## config.mk

```make
export PLATFORM = sky130hd
export DESIGN_NAME = console_cmd_scheduler_flat
export DESIGN_NICKNAME = d
export VERILOG_FILES = /design/src/rtl/console_cmd_scheduler_if.sv /design/src/rtl/console_cmd_scheduler.sv /design/src/flat_wrapper.sv
export SDC_FILE = /design/constraint.sdc
export NUM_CORES = 1
export LEC_CHECK = 0
export ABC_AREA = 1
export CAP_MARGIN = 20
export CORE_MARGIN = 5
export CORE_UTILIZATION = 33
export CTS_BUF_LIST = sky130_fd_sc_hd__clkbuf_4 sky130_fd_sc_hd__clkbuf_8 sky130_fd_sc_hd__clkbuf_16
export DETAILED_ROUTE_END_ITERATION = 6
export PLACE_DENSITY = 0.5
export SLEW_MARGIN = 10
export SYNTH_ARGS = -nofsm -noshare
export SYNTH_HDL_FRONTEND = slang
export SYNTH_SLANG_ARGS = --single-unit
```

## constraint.sdc

```tcl
create_clock -name working_clock -period 2.4 [get_ports working_clock]
set_input_delay 0.36 -clock working_clock [delete_from_list [all_inputs] [get_ports working_clock]]
set_output_delay 0.36 -clock working_clock [all_outputs]
set_load 0.005 [all_outputs]
```

## src/rtl/console_cmd_scheduler_if.sv

```systemverilog
// console_cmd_scheduler_if
// Groups the two requester handshakes and the console command port of the
// command scheduler.
//   kb_* / it_*       : keypad and interpreter requesters (valid/ready, op, symbol)
//   symbol_to_insert  : symbol of the last issued insert
//   insert/delete/move_cursor : one-cycle command pulses to the console
//   cursor_dir        : 1 = right, 0 = left
//   available         : console idle and ready
//   please_wait       : scheduler busy (queue non-empty or command in flight)
//   fifo_count        : current queue occupancy
//   ack_timeout_err   : sticky console acknowledge timeout flag
// Modports: slave = scheduler side, master = requester/console side.
interface console_cmd_scheduler_if #(
  parameter int unsigned SYM_W      = 4,
  parameter int unsigned FIFO_DEPTH = 4
);
  localparam int unsigned CW = $clog2(FIFO_DEPTH) + 1;

  logic             kb_valid;
  logic [1:0]       kb_op;
  logic [SYM_W-1:0] kb_symbol;
  logic             kb_ready;
  logic             it_valid;
  logic [1:0]       it_op;
  logic [SYM_W-1:0] it_symbol;
  logic             it_ready;
  logic [SYM_W-1:0] symbol_to_insert;
  logic             insert;
  logic             delete;
  logic             move_cursor;
  logic             cursor_dir;
  logic             available;
  logic             please_wait;
  logic [CW-1:0]    fifo_count;
  logic             ack_timeout_err;

  modport slave (
    input  kb_valid, kb_op, kb_symbol, it_valid, it_op, it_symbol, available,
    output kb_ready, it_ready, symbol_to_insert, insert, delete, move_cursor,
           cursor_dir, please_wait, fifo_count, ack_timeout_err
  );

  modport master (
    output kb_valid, kb_op, kb_symbol, it_valid, it_op, it_symbol, available,
    input  kb_ready, it_ready, symbol_to_insert, insert, delete, move_cursor,
           cursor_dir, please_wait, fifo_count, ack_timeout_err
  );
endinterface

```

## src/rtl/console_cmd_scheduler.sv

```systemverilog
// console_cmd_scheduler
// Round-robin arbitrates keypad and interpreter edit requests into a small
// FIFO and issues them one at a time to the console as single-cycle
// insert/delete/move_cursor pulses, waiting for the console's `available`
// handshake to drop and recover between commands.
// Ports:
//   working_clock : sole clock, rising edge
//   resetn        : asynchronous active-low reset
//   bus           : console_cmd_scheduler_if.slave (requesters + console port)
module console_cmd_scheduler #(
  parameter int unsigned FIFO_DEPTH  = 4,
  parameter int unsigned SYM_W       = 4,
  parameter int unsigned ACK_TIMEOUT = 8
) (
  input logic                    working_clock,
  input logic                    resetn,
  console_cmd_scheduler_if.slave bus
);
  localparam int unsigned AW = $clog2(FIFO_DEPTH);
  localparam int unsigned CW = AW + 1;
  localparam int unsigned TW = $clog2(ACK_TIMEOUT) + 1;
  localparam int unsigned EW = SYM_W + 2;

  localparam logic [CW-1:0] CountFull = CW'(FIFO_DEPTH);
  localparam logic [TW-1:0] TimerLast = TW'(ACK_TIMEOUT - 1);

  localparam logic [1:0] StIdle     = 2'd0;
  localparam logic [1:0] StIssue    = 2'd1;
  localparam logic [1:0] StWaitBusy = 2'd2;
  localparam logic [1:0] StWaitDone = 2'd3;

  logic [EW-1:0]    r_mem [FIFO_DEPTH];
  logic [AW-1:0]    r_wr_ptr, r_rd_ptr;
  logic [CW-1:0]    r_count;
  logic [1:0]       r_state;
  logic [TW-1:0]    r_timer;
  logic             r_last_grant;  // 1 = interpreter won the last push
  logic             r_insert, r_delete, r_move, r_dir, r_err;
  logic [SYM_W-1:0] r_sym;

  logic             w_full, w_kb_grant, w_it_grant, w_push, w_pop;
  logic [EW-1:0]    w_push_data, w_head;
  logic [1:0]       w_head_op;
  logic [1:0]       w_state_d;
  logic [TW-1:0]    w_timer_d;
  logic             w_err_d;

  // Ready depends on registered occupancy and last grant, plus requester valids.
  assign w_full      = (r_count == CountFull);
  assign w_kb_grant  = !w_full && bus.kb_valid && (!bus.it_valid || r_last_grant);
  assign w_it_grant  = !w_full && bus.it_valid && (!bus.kb_valid || !r_last_grant);
  assign w_push      = w_kb_grant || w_it_grant;
  assign w_push_data = w_kb_grant ? {bus.kb_op, bus.kb_symbol} : {bus.it_op, bus.it_symbol};
  assign w_pop       = (r_state == StIdle) && (r_count != '0) && bus.available;
  assign w_head      = r_mem[r_rd_ptr];
  assign w_head_op   = w_head[EW-1:SYM_W];

  always_comb begin
    w_state_d = r_state;
    w_timer_d = r_timer;
    w_err_d   = r_err;
    case (r_state)
      StIdle: if (w_pop) w_state_d = StIssue;
      StIssue: begin
        w_state_d = StWaitBusy;
        w_timer_d = '0;
      end
      StWaitBusy: begin
        if (!bus.available) begin
          w_state_d = StWaitDone;
        end else if (r_timer == TimerLast) begin
          // Console never acknowledged: flag it and treat the command as done.
          w_err_d   = 1'b1;
          w_state_d = StIdle;
        end else begin
          w_timer_d = r_timer + 1'b1;
        end
      end
      StWaitDone: if (bus.available) w_state_d = StIdle;
      default: w_state_d = StIdle;
    endcase
  end

  // Storage needs no reset: only entries between the pointers are ever read.
  always_ff @(posedge working_clock) begin
    if (w_push) r_mem[r_wr_ptr] <= w_push_data;
  end

  always_ff @(posedge working_clock or negedge resetn) begin
    if (!resetn) begin
      r_wr_ptr     <= '0;
      r_rd_ptr     <= '0;
      r_count      <= '0;
      r_state      <= StIdle;
      r_timer      <= '0;
      r_last_grant <= 1'b1;
      r_insert     <= 1'b0;
      r_delete     <= 1'b0;
      r_move       <= 1'b0;
      r_dir        <= 1'b0;
      r_err        <= 1'b0;
      r_sym        <= '0;
    end else begin
      r_state <= w_state_d;
      r_timer <= w_timer_d;
      r_err   <= w_err_d;
      if (w_push) begin
        r_wr_ptr     <= r_wr_ptr + 1'b1;
        r_last_grant <= w_it_grant;
      end
      if (w_pop) r_rd_ptr <= r_rd_ptr + 1'b1;
      case ({w_push, w_pop})
        2'b10:   r_count <= r_count + 1'b1;
        2'b01:   r_count <= r_count - 1'b1;
        default: r_count <= r_count;
      endcase
      // Pulses are only set on the pop edge, so they live for the ISSUE cycle.
      r_insert <= w_pop && (w_head_op == 2'b00);
      r_delete <= w_pop && (w_head_op == 2'b01);
      r_move   <= w_pop && w_head_op[1];
      if (w_pop && (w_head_op == 2'b00)) r_sym <= w_head[SYM_W-1:0];
      if (w_pop && w_head_op[1]) r_dir <= w_head_op[0];
    end
  end

  assign bus.kb_ready         = w_kb_grant;
  assign bus.it_ready         = w_it_grant;
  assign bus.symbol_to_insert = r_sym;
  assign bus.insert           = r_insert;
  assign bus.delete           = r_delete;
  assign bus.move_cursor      = r_move;
  assign bus.cursor_dir       = r_dir;
  assign bus.please_wait      = (r_count != '0) || (r_state != StIdle);
  assign bus.fifo_count       = r_count;
  assign bus.ack_timeout_err  = r_err;
endmodule

```

## src/flat_wrapper.sv

```systemverilog
// flat-port wrapper written by rule: the top's interface ports become plain ports
module console_cmd_scheduler_flat 
#(
  parameter int unsigned FIFO_DEPTH  = 4,
  parameter int unsigned SYM_W       = 4,
  parameter int unsigned ACK_TIMEOUT = 8
)
  (working_clock, resetn, bus_kb_valid, bus_kb_op, bus_kb_symbol, bus_it_valid, bus_it_op, bus_it_symbol, bus_available, bus_kb_ready, bus_it_ready, bus_symbol_to_insert, bus_insert, bus_delete, bus_move_cursor, bus_cursor_dir, bus_please_wait, bus_fifo_count, bus_ack_timeout_err);
  console_cmd_scheduler_if #(.SYM_W(SYM_W), .FIFO_DEPTH(FIFO_DEPTH)) bus_i ();
  input logic working_clock;
  input logic resetn;
  input wire logic [$bits(bus_i.kb_valid)-1:0] bus_kb_valid;
  input wire logic [$bits(bus_i.kb_op)-1:0] bus_kb_op;
  input wire logic [$bits(bus_i.kb_symbol)-1:0] bus_kb_symbol;
  input wire logic [$bits(bus_i.it_valid)-1:0] bus_it_valid;
  input wire logic [$bits(bus_i.it_op)-1:0] bus_it_op;
  input wire logic [$bits(bus_i.it_symbol)-1:0] bus_it_symbol;
  input wire logic [$bits(bus_i.available)-1:0] bus_available;
  output wire logic [$bits(bus_i.kb_ready)-1:0] bus_kb_ready;
  output wire logic [$bits(bus_i.it_ready)-1:0] bus_it_ready;
  output wire logic [$bits(bus_i.symbol_to_insert)-1:0] bus_symbol_to_insert;
  output wire logic [$bits(bus_i.insert)-1:0] bus_insert;
  output wire logic [$bits(bus_i.delete)-1:0] bus_delete;
  output wire logic [$bits(bus_i.move_cursor)-1:0] bus_move_cursor;
  output wire logic [$bits(bus_i.cursor_dir)-1:0] bus_cursor_dir;
  output wire logic [$bits(bus_i.please_wait)-1:0] bus_please_wait;
  output wire logic [$bits(bus_i.fifo_count)-1:0] bus_fifo_count;
  output wire logic [$bits(bus_i.ack_timeout_err)-1:0] bus_ack_timeout_err;
  assign bus_i.kb_valid = bus_kb_valid;
  assign bus_i.kb_op = bus_kb_op;
  assign bus_i.kb_symbol = bus_kb_symbol;
  assign bus_i.it_valid = bus_it_valid;
  assign bus_i.it_op = bus_it_op;
  assign bus_i.it_symbol = bus_it_symbol;
  assign bus_i.available = bus_available;
  assign bus_kb_ready = bus_i.kb_ready;
  assign bus_it_ready = bus_i.it_ready;
  assign bus_symbol_to_insert = bus_i.symbol_to_insert;
  assign bus_insert = bus_i.insert;
  assign bus_delete = bus_i.delete;
  assign bus_move_cursor = bus_i.move_cursor;
  assign bus_cursor_dir = bus_i.cursor_dir;
  assign bus_please_wait = bus_i.please_wait;
  assign bus_fifo_count = bus_i.fifo_count;
  assign bus_ack_timeout_err = bus_i.ack_timeout_err;
  console_cmd_scheduler #(.FIFO_DEPTH(FIFO_DEPTH), .SYM_W(SYM_W), .ACK_TIMEOUT(ACK_TIMEOUT)) u_core (.working_clock(working_clock), .resetn(resetn), .bus(bus_i));
endmodule
```

# Word-level counts from Yosys, hierarchy flattened
# Memories as Yosys holds them, arrays and structs flattened.
# Index checks and enable logic that the tools add are counted.
# word_totals
ff_bits	23
ram_bits	24
wordCells	69
n_memories	1
out_inout_bits	15
# op_classes
mux	12
add_sub_neg	5
reduce_logical	26
n_eq_ne	13
# memory_table
name	depth	word_bits	rd	rd_clocked_by_memory_dff	write_ports	line	text
u_core.r_mem	4	6	1	0	1	console_cmd_scheduler.sv:32	logic [EW-1:0] r_mem [FIFO_DEPTH];
# ops
cell	n
1-bit logical AND	9
3-bit AND reduction	3
2-bit two-way mux	4
4-bit two-way mux	2
2-bit one-hot mux with 4 select lines	1
4-bit one-hot mux with 2 select lines	1
2-bit by 1-bit equality test with 1-bit output (second input constant)	3
2-bit equality test (second input constant)	3
6-bit two-way mux	1
2-bit inequality test (second input constant)	3
3-bit one-hot mux with 2 select lines	1
2-bit nonzero test	3
2-bit by 1-bit adder with 2-bit output (second input constant)	2
4-bit by 1-bit adder with 4-bit output (second input constant)	1
4-bit by 3-bit equality test with 1-bit output (second input constant)	1
1-bit zero test	4
2-bit zero test	2
1-bit logical OR	4
3-bit by 1-bit adder with 3-bit output (second input constant)	1
3-bit equality test (second input constant)	1
3-bit by 2-bit inequality test with 1-bit output (second input constant)	1
3-bit nonzero test	1
3-bit by 1-bit subtractor with 3-bit output (second input constant)	1
1-bit two-way mux	2
2-bit by 1-bit inequality test with 1-bit output (second input constant)	1

# Longest topological paths before layout
# logic_depth
ltp_word	7
ltp_mapped	12

# Worst setup path before layout
# OpenSTA, ideal clock, no wires.
# synth_timing
path_type	reg2reg
from	reg u_core.r_count[0] (netlist: u_core.bus.fifo_count[0])
to	reg u_core.r_count[2] (netlist: u_core.bus.fifo_count[2])
required_ns	2.269
setup_time_ns	0.131
arrival_ns	1.934
stages_incl_launch_ff	12
synth_period_minus_slack_ns	2.064
slack_ns	0.336
path_cell_list	dfrtp_1 nor2_2 nand2_1 nand2_2 nand2_1 inv_1 ha_1 inv_1 fa_1 a21oi_1 o21ai_0 xor2_1
# synth_via
elab_chain_cells	7
word_cells_on_any_way	16
classes_between	add/sub (2); eq/ne (3); mux (1); reduce/logical (10)
# synth_rtl
element	line	text
start, declared	console_cmd_scheduler.sv:34	logic [CW-1:0] r_count;
start signal, assigned	console_cmd_scheduler.sv:113	2'b10: r_count <= r_count + 1'b1;
start signal, assigned	console_cmd_scheduler.sv:114	2'b01: r_count <= r_count - 1'b1;
start signal, assigned	console_cmd_scheduler.sv:115	default: r_count <= r_count;
3-bit equality test	console_cmd_scheduler.sv:49	assign w_full = (r_count == CountFull);
1-bit zero test	console_cmd_scheduler.sv:50, console_cmd_scheduler.sv:51	
1-bit logical AND, on equally long branches (2 in series)	console_cmd_scheduler.sv:50, console_cmd_scheduler.sv:51	
1-bit logical OR	console_cmd_scheduler.sv:52	assign w_push = w_kb_grant || w_it_grant;
2-bit by 1-bit equality test with 1-bit output or 2-bit equality test (tied branches)	console_cmd_scheduler.sv:112	case ({w_push, w_pop})
3-bit one-hot mux with 2 select lines or 2-bit nonzero test (tied branches)	--	
# Parallel ways exist; a longest one is shown, timed or not.
# A chain may end at the register's enable or synchronous reset.

# Worst setup path after layout
# layout_timing
from	in bus_kb_valid
to	out bus_kb_ready
# layout_via
elab_chain_cells	2
# layout_rtl
element	line	text
start, declared	flat_wrapper.sv:12	input wire logic [$bits(bus_i.kb_valid)-1:0] bus_kb_valid;
1-bit logical AND (2 in series)	console_cmd_scheduler.sv:50	assign w_kb_grant = !w_full && bus.kb_valid && (!bus.it_valid || r_last_grant);
end, declared	flat_wrapper.sv:19	output wire logic [$bits(bus_i.kb_ready)-1:0] bus_kb_ready;
# Every way passes these cells.

==> flow_summary.rst <==
.. list-table::
   :header-rows: 1

   * - Metric
     - Value
   * - Status
     - complete, no violations
   * - Post-DRT Antenna Nets
     - 0
   * - Final number of setup-violating endpoints
     - 0
   * - Setup repair after global routing missed its margin
     - no
   * - Starting DRC count in detailed routing
     - 64
   * - Number of cells in the design after placement
     - 376
   * - Net count of the finished layout
     - 311
   * - Syn. warnings
     - 0
   * - Largest net degree at the start of global routing
     - 24
   * - Global route total overflow
     - 0
   * - Measured slew at the worst slew-check pin
     - 301 ps
   * - Die width
     - 93.6 um
   * - Via count normalized by instance count
     - 4.16
   * - Area Overhead vs Synth
     - 25.1%
   * - Slowest-stage cell, CP
     - clkdlybuf4s50_1
   * - Clock Tree Buf Depth
     - 2
   * - Synthesized area
     - 0.00231 mm2
   * - Type of the most critical hold path
     - in2async
   * - Most common cell after layout, fill and taps aside
     - nand2_1
   * - Crit Path Max Fanout
     - 8
   * - FF-to-FF End
     - u_core.bus.fifo_count[2]
   * - Syn_area_per_cell
     - 9.49 um2
   * - Standard-cell row count
     - 30
   * - Count of maximum capacitance violations
     - 0
   * - Routability cong.
     - 0.748
   * - Number of cells in the finished layout apart from fillers
     - 384
   * - Worst hold slack
     - 395 ps
   * - Hold Fails Final Rpt
     - 0
   * - Critical Path RT
     - 2040 ps
   * - Period minus WS final
     - 2160 ps
   * - Cells along the critical path
     - clkdlybuf4s50_1, inv_1, nor2_1, nand2_2, buf_4, inv_1, clkdlybuf4s50_1
   * - Static leakage power
     - 1.36 nW
   * - Vert. Die Dim
     - 93.6 um
   * - # diodes
     - 0
   * - Final Slew Violations
     - 0
   * - WP data arrival
     - 1800 ps
   * - First-pass GRT wire length
     - 7.31 mm
   * - Vias
     - 1596
   * - Final clock skew
     - 14.0 ps
   * - Proportion of synthesized chip area in sequential cells
     - 56.3%
   * - Share of post-route cells with drive strength above 1
     - 13.2%
   * - Headroom to the max-slew limit
     - 79.9%
   * - CTS Root Buffer Type
     - clkbuf_8
   * - Nature of the critical path endpoint
     - output pin
   * - Wire per inst
     - 10.8 um
   * - Clk pin slew, worst setup/hold paths
     - 90 ps
   * - Buffers on Ports
     - 31
   * - Area of the placeable core
     - 0.00679 mm2
   * - Sinks on Clock Net
     - 47
   * - Delay of the slowest critical-path stage
     - 500 ps
   * - Number of global-route vias before repair
     - 1561
   * - Peak ir drop on the vdd network
     - 0.282 mV
   * - Final total power
     - 3.35 mW
   * - Net Count, Synth
     - 267
   * - Filler instances
     - 680
   * - CP Buf/Inv Count
     - 5
   * - Die area
     - 0.00876 mm2
   * - Number of top-level pins
     - 32
   * - Top cell family by delay on the critical path
     - buffers and inverters
   * - Highest achievable clock rate
     - 0.462 GHz
   * - Kind of start point of the critical path
     - input port
   * - Startpoint-to-endpoint class of the critical path
     - in2out
   * - Cell Pwr Density
     - 1160 mW/mm2
   * - DRC violation count after routing
     - 0
   * - Cts hold-fix bufs
     - 0
   * - H-tree level count
     - 2
   * - Cells after Synth
     - 243
   * - Highest-count cells in the layout ignoring fill and taps
     - nand2_1, inv_1, clkdlybuf4s50_1
   * - Crit share post-route
     - 90.1%
   * - Setup repair bufs after CTS
     - 0
   * - Number of gates resized after cts
     - 0
   * - Reg2Reg Setup Slack
     - 320 ps
   * - Number of antenna violations at the first check in global routing
     - 0
   * - Reg2Reg Depth
     - 11
   * - Detailed Place HPWL
     - 3.15 mm
   * - Initial Utilization
     - 33.9%
   * - TritonCTS clock tree
     - built
   * - Register bit count reported by yosys
     - 47
   * - Reg2reg start
     - u_core.bus.fifo_count[0]
   * - Number of clock buffers inserted by TritonCTS
     - 5
   * - Total wire length after detailed routing
     - 4.16 mm
   * - Total negative slack
     - 0 ps
   * - GRT Overall Usage
     - 10.6%
   * - Pre-Repair DR Iteration Count
     - 4
   * - Insertion delay to the later sink of the worst-skew pair
     - 300 ps
   * - Number of distinct library cell variants in the gate-level netlist after synthesis
     - 30
-- where the power goes --
part	leakage [nW]	total [mW]	switching [mW]	internal, mW
Clock	0.0581	0.586	0.276	0.310
Sequential	0.513	1.34	0.164	1.17
Combinational	0.789	1.42	0.817	0.606
Total	1.36	3.35	1.26	2.09
-- logic make-up after synthesis --
| kind of cell | after synthesis | synth area share [%] |
|---|---|---|
| XOR/XNOR | 4 | 1.85 |
| AND/OR/NAND/NOR | 129 | 26.6 |
| AO/OA/AOI/OAI | 9 | 2.06 |
| buffers and inverters | 46 | 8.68 |
| flip-flops | 47 | 56.3 |
| adder cells (fa/ha/maj) | 7 | 4.12 |
| multiplexers | 1 | 0.434 |
-- Yosys cell counts --
library cell / instances / area, um2
nand3_2: 2 / 20.0
nand3_4: 2 / 35.0
buf_4: 1 / 7.51
nand2_1: 81 / 304
mux2i_1: 1 / 10.0
nand3b_1: 1 / 7.51
nor2_1: 7 / 26.3
nor2_4: 2 / 22.5
nand3_1: 20 / 100
a21oi_1: 1 / 5.00
buf_2: 1 / 5.00
nand2_4: 2 / 22.5
edfxtp_1: 24 / 721
dfstp_2: 1 / 26.3
o21bai_1: 1 / 7.51
xnor2_1: 1 / 8.76
inv_1: 38 / 143
or2_2: 1 / 6.26
dfrtp_1: 22 / 551
o21ai_1: 2 / 10.0
xor2_2: 1 / 16.3
inv_2: 3 / 11.3
fa_1: 1 / 20.0
o21ai_0: 5 / 25.0
buf_6: 3 / 33.8
ha_1: 6 / 75.1
nand4_1: 6 / 37.5
xor2_1: 2 / 17.5
nand2_2: 4 / 25.0
nor2_2: 1 / 6.26
-- worst max path at each step --
stage                                          end                      from  cells past startpoint
final                                 bus_kb_ready              bus_kb_valid                      7
after CTS                             bus_kb_ready       u_core.r_last_grant                      6
after floorplan           u_core.bus.fifo_count[2]  u_core.bus.fifo_count[0]                     11
after global placement    u_core.bus.fifo_count[2]              bus_it_valid                     13
after global routing      u_core.bus.fifo_count[2]  u_core.bus.fifo_count[0]                     11
after detailed placement  u_core.bus.fifo_count[2]              bus_it_valid                     13
-- cell type report --
| type | count | area [um2] | share of cell area, % |
|---|---|---|---|
| flip-flops and latches | 47 | 1300 | 45.0 |
| multi-input cells | 150 | 808 | 28.0 |
| repair buffers | 42 | 393 | 13.6 |
| inverters | 41 | 154 | 5.33 |
| well taps | 96 | 120 | 4.16 |
| clock buffers | 5 | 68.8 | 2.39 |
| clock inverters | 3 | 43.8 | 1.52 |
-- worst reg2reg max path, delay by kind of cell, from the launching register on --
family	cells	cell delay (ps)
AOI/OAI and AO/OA	2	260
DFF	1	430
and+or+nand+nor	4	490
buffers and inverters	2	130
adders and majority gates	2	510
xor gates and xnor gates	1	150
-- routing by layer --
layer / wire length [um] / global-route usage (%) / vias to the layer above
li1: - / - / 847
met1: 1900 / 13.7 / 711
met2: 1970 / 16.7 / 32
met3: 203 / 2.74 / 6
met4: 85 / 4.69 / 0
met5: 0 / 0 / -
-- sequential cells by signal, summed over array words and instances (netlist names) --
name                         cells
u_core.bus.move_cursor           1
u_core.r_timer                   4
u_core.bus.cursor_dir            1
u_core.bus.insert                1
u_core.r_last_grant              1
u_core.bus.fifo_count            3
u_core.r_mem                    24
u_core.r_wr_ptr                  2
u_core.r_state                   2
u_core.bus.ack_timeout_err       1
u_core.r_rd_ptr                  2
u_core.bus.delete                1
u_core.bus.symbol_to_insert      4
-- stage by stage --
step	setup WS, ps	area [um2]	util (%)
global placement	139	2770	40.8
CTS	218	2890	42.5
floorplan	336	2310	-
global route	67.9	2890	42.5
detailed placement	84.1	2770	40.8
finish	237	2890	42.5
No activity file was read; power rests on OpenSTA's default activity.
==> variant, RTL diff (same flow settings) <==
`SYM_W` is set to 4 in 3 places; all go to 6.
--- a/src/rtl/console_cmd_scheduler_if.sv
+++ b/src/rtl/console_cmd_scheduler_if.sv
@@ -11,7 +11,7 @@
 //   ack_timeout_err   : sticky console acknowledge timeout flag
 // Modports: slave = scheduler side, master = requester/console side.
 interface console_cmd_scheduler_if #(
-  parameter int unsigned SYM_W      = 4,
+  parameter int unsigned SYM_W      = 6,
   parameter int unsigned FIFO_DEPTH = 4
 );
   localparam int unsigned CW = $clog2(FIFO_DEPTH) + 1;
--- a/src/rtl/console_cmd_scheduler.sv
+++ b/src/rtl/console_cmd_scheduler.sv
@@ -9,7 +9,7 @@
 //   bus           : console_cmd_scheduler_if.slave (requesters + console port)
 module console_cmd_scheduler #(
   parameter int unsigned FIFO_DEPTH  = 4,
-  parameter int unsigned SYM_W       = 4,
+  parameter int unsigned SYM_W       = 6,
   parameter int unsigned ACK_TIMEOUT = 8
 ) (
   input logic                    working_clock,
--- a/src/flat_wrapper.sv
+++ b/src/flat_wrapper.sv
@@ -2,7 +2,7 @@
 module console_cmd_scheduler_flat 
 #(
   parameter int unsigned FIFO_DEPTH  = 4,
-  parameter int unsigned SYM_W       = 4,
+  parameter int unsigned SYM_W       = 6,
   parameter int unsigned ACK_TIMEOUT = 8
 )
   (working_clock, resetn, bus_kb_valid, bus_kb_op, bus_kb_symbol, bus_it_valid, bus_it_op, bus_it_symbol, bus_available, bus_kb_ready, bus_it_ready, bus_symbol_to_insert, bus_insert, bus_delete, bus_move_cursor, bus_cursor_dir, bus_please_wait, bus_fifo_count, bus_ack_timeout_err);
Interface: changed (resized bus_it_symbol, bus_kb_symbol and bus_symbol_to_insert); port bits go from 32 to 38. The function was not compared with the original's and may differ.
==> variant against the unedited design <==
  * Design area rose by 20%
  * Sequential cell count grew 10
  * Synthesized area up 20%
  * Sequential share of layout area up 0.71 points
  * Routed wire length is 22% higher
  * Worst setup slack worse by 9.5 ps
  * Power grew 24%
==> variant: results (changes against the unedited design) <==
logic_synthesis:
  synth_cell_type_count: 32  # was 30
  ys.flop_type: "edfxtp_1"  # unchanged
  yosys_warnings: 0  # unchanged
  synthMuxAreaShare: 0.00362  # was 0.00434
  synth_xor_area_frac: 0.0127  # was 0.0184
  syn_nets: 316  # was 267
  synth_edf_count: 32  # was 24
  netlist_instances: 288  # was 243
  synth-adder-area-share: 0.0344  # was 0.0412
  synth_compound_area_frac: 0.0172  # was 0.0206
  synth-async-reset-ratio: 0.439  # was 0.489
  synth_area_leaders: "edfxtp_1 35%, dfrtp_1 22%, nand2_1 14%"  # was edfxtp_1 31%, dfrtp_1 24%, nand2_1 13%
  netlist_top_cells_count: "101 x nand2_1, 43 x inv_1, 32 x edfxtp_1"  # was 81 x nand2_1, 38 x inv_1, 24 x edfxtp_1
  seq_area_frac_synth: 0.575  # was 0.563
sta:
  tightestPinTransition_ps: 492  # was 301 ps
  hold_slack_ps: 395  # about the same
  finalClockSkew_ps: 13.0  # was 14.0 ps
  period_share: 0.905  # was 0.901
placement:
  io_buffer_count: 37  # was 31
  place_area_um2: 3290  # was 2770 um^2
  dp_slack_ps: 83.6  # was 84.1 ps
  dp_hpwl_mm: 3.71  # was 3.15 mm
  dp_cells: 435  # was 376
  gp_congestion: 0.753  # was 0.748
drt:
  via_count: 1917  # was 1596
  wirelength_mm: 5.09  # was 4.16 mm
  drt_iter0_markers: 72  # was 64
critical_path:
  r2r_cells: 11  # unchanged
  crit_path_max_incr_delay_ps: 440  # was 500 ps
  cp.arrival_ps: 1810
  slowest_stage: "clkdlybuf4s50_1"  # unchanged
  crit_fanout: 10  # was 8
  start_kind: "flop"  # was input port
  r2r-start: "u_core.bus.fifo_count[1]"  # was u_core.bus.fifo_count[0]
global_route:
  grt_max_degree: 26  # was 24
  grt_pass1_wl_mm: 8.81  # was 7.31 mm
  track_usage: 0.112  # was 0.106
layout:
  largest_reg_flops: 32  # was 24
  drive_gt1_frac: 0.145  # was 0.132
  nNetsFinal: 369  # was 311
  stdcell_count: 451  # was 384
clock_tree:
  cts_buffers: 9  # was 5
  clkTransAtPathRegs_ps: 60  # was 90 ps
  htreeDepth: 3  # was 2
  max-clock-path-buffers: 2  # unchanged
  worstSkewPairLatency_ps: 330  # was 300 ps
  cts_resized: 0  # unchanged
power:
  vdd_ir_drop_max_mv: 0.337  # was 0.282 mV
  p_leak_nw: 1.65  # was 1.36 nW
run_status:
  outcome: "completed"  # unchanged
-- variant: cell types whose count changed after synthesis, sizes merged --
| cell | change |
|---|---|
| nand2 | +20 |
| edfxtp | +8 |
| dfrtp | +2 |
| nand4 | +2 |
| nand3 | +4 |
| inv | +8 |
| buf | +1 |
-- variant: area by class of cell --
type / count / area (um^2)
clock inverters: 4 / 43.8
repair buffers: 48 / 453
multi-input cells: 176 / 927
inverters: 49 / 186
well taps: 105 / 131
fillers: 844 / 4700
clock buffers: 12 / 146
flip-flops and latches: 57 / 1590
-- variant: metal layers --
| metal | track usage | share of wire | up-vias |
|---|---|---|---|
| li1 | - | - | 1014 |
| met1 | 0.140 | 0.48 | 860 |
| met2 | 0.176 | 0.46 | 39 |
| met3 | 0.0406 | 0.046 | 4 |
| met4 | 0.0460 | 0.013 | 0 |
| met5 | 0 | 0 | - |
-- variant: report_power, final --
part	internal [mW]	switching [mW]	leakage (nW)
clock network	0.507	0.346	0.102
registers	1.43	0.186	0.612
logic	0.686	1.00	0.934
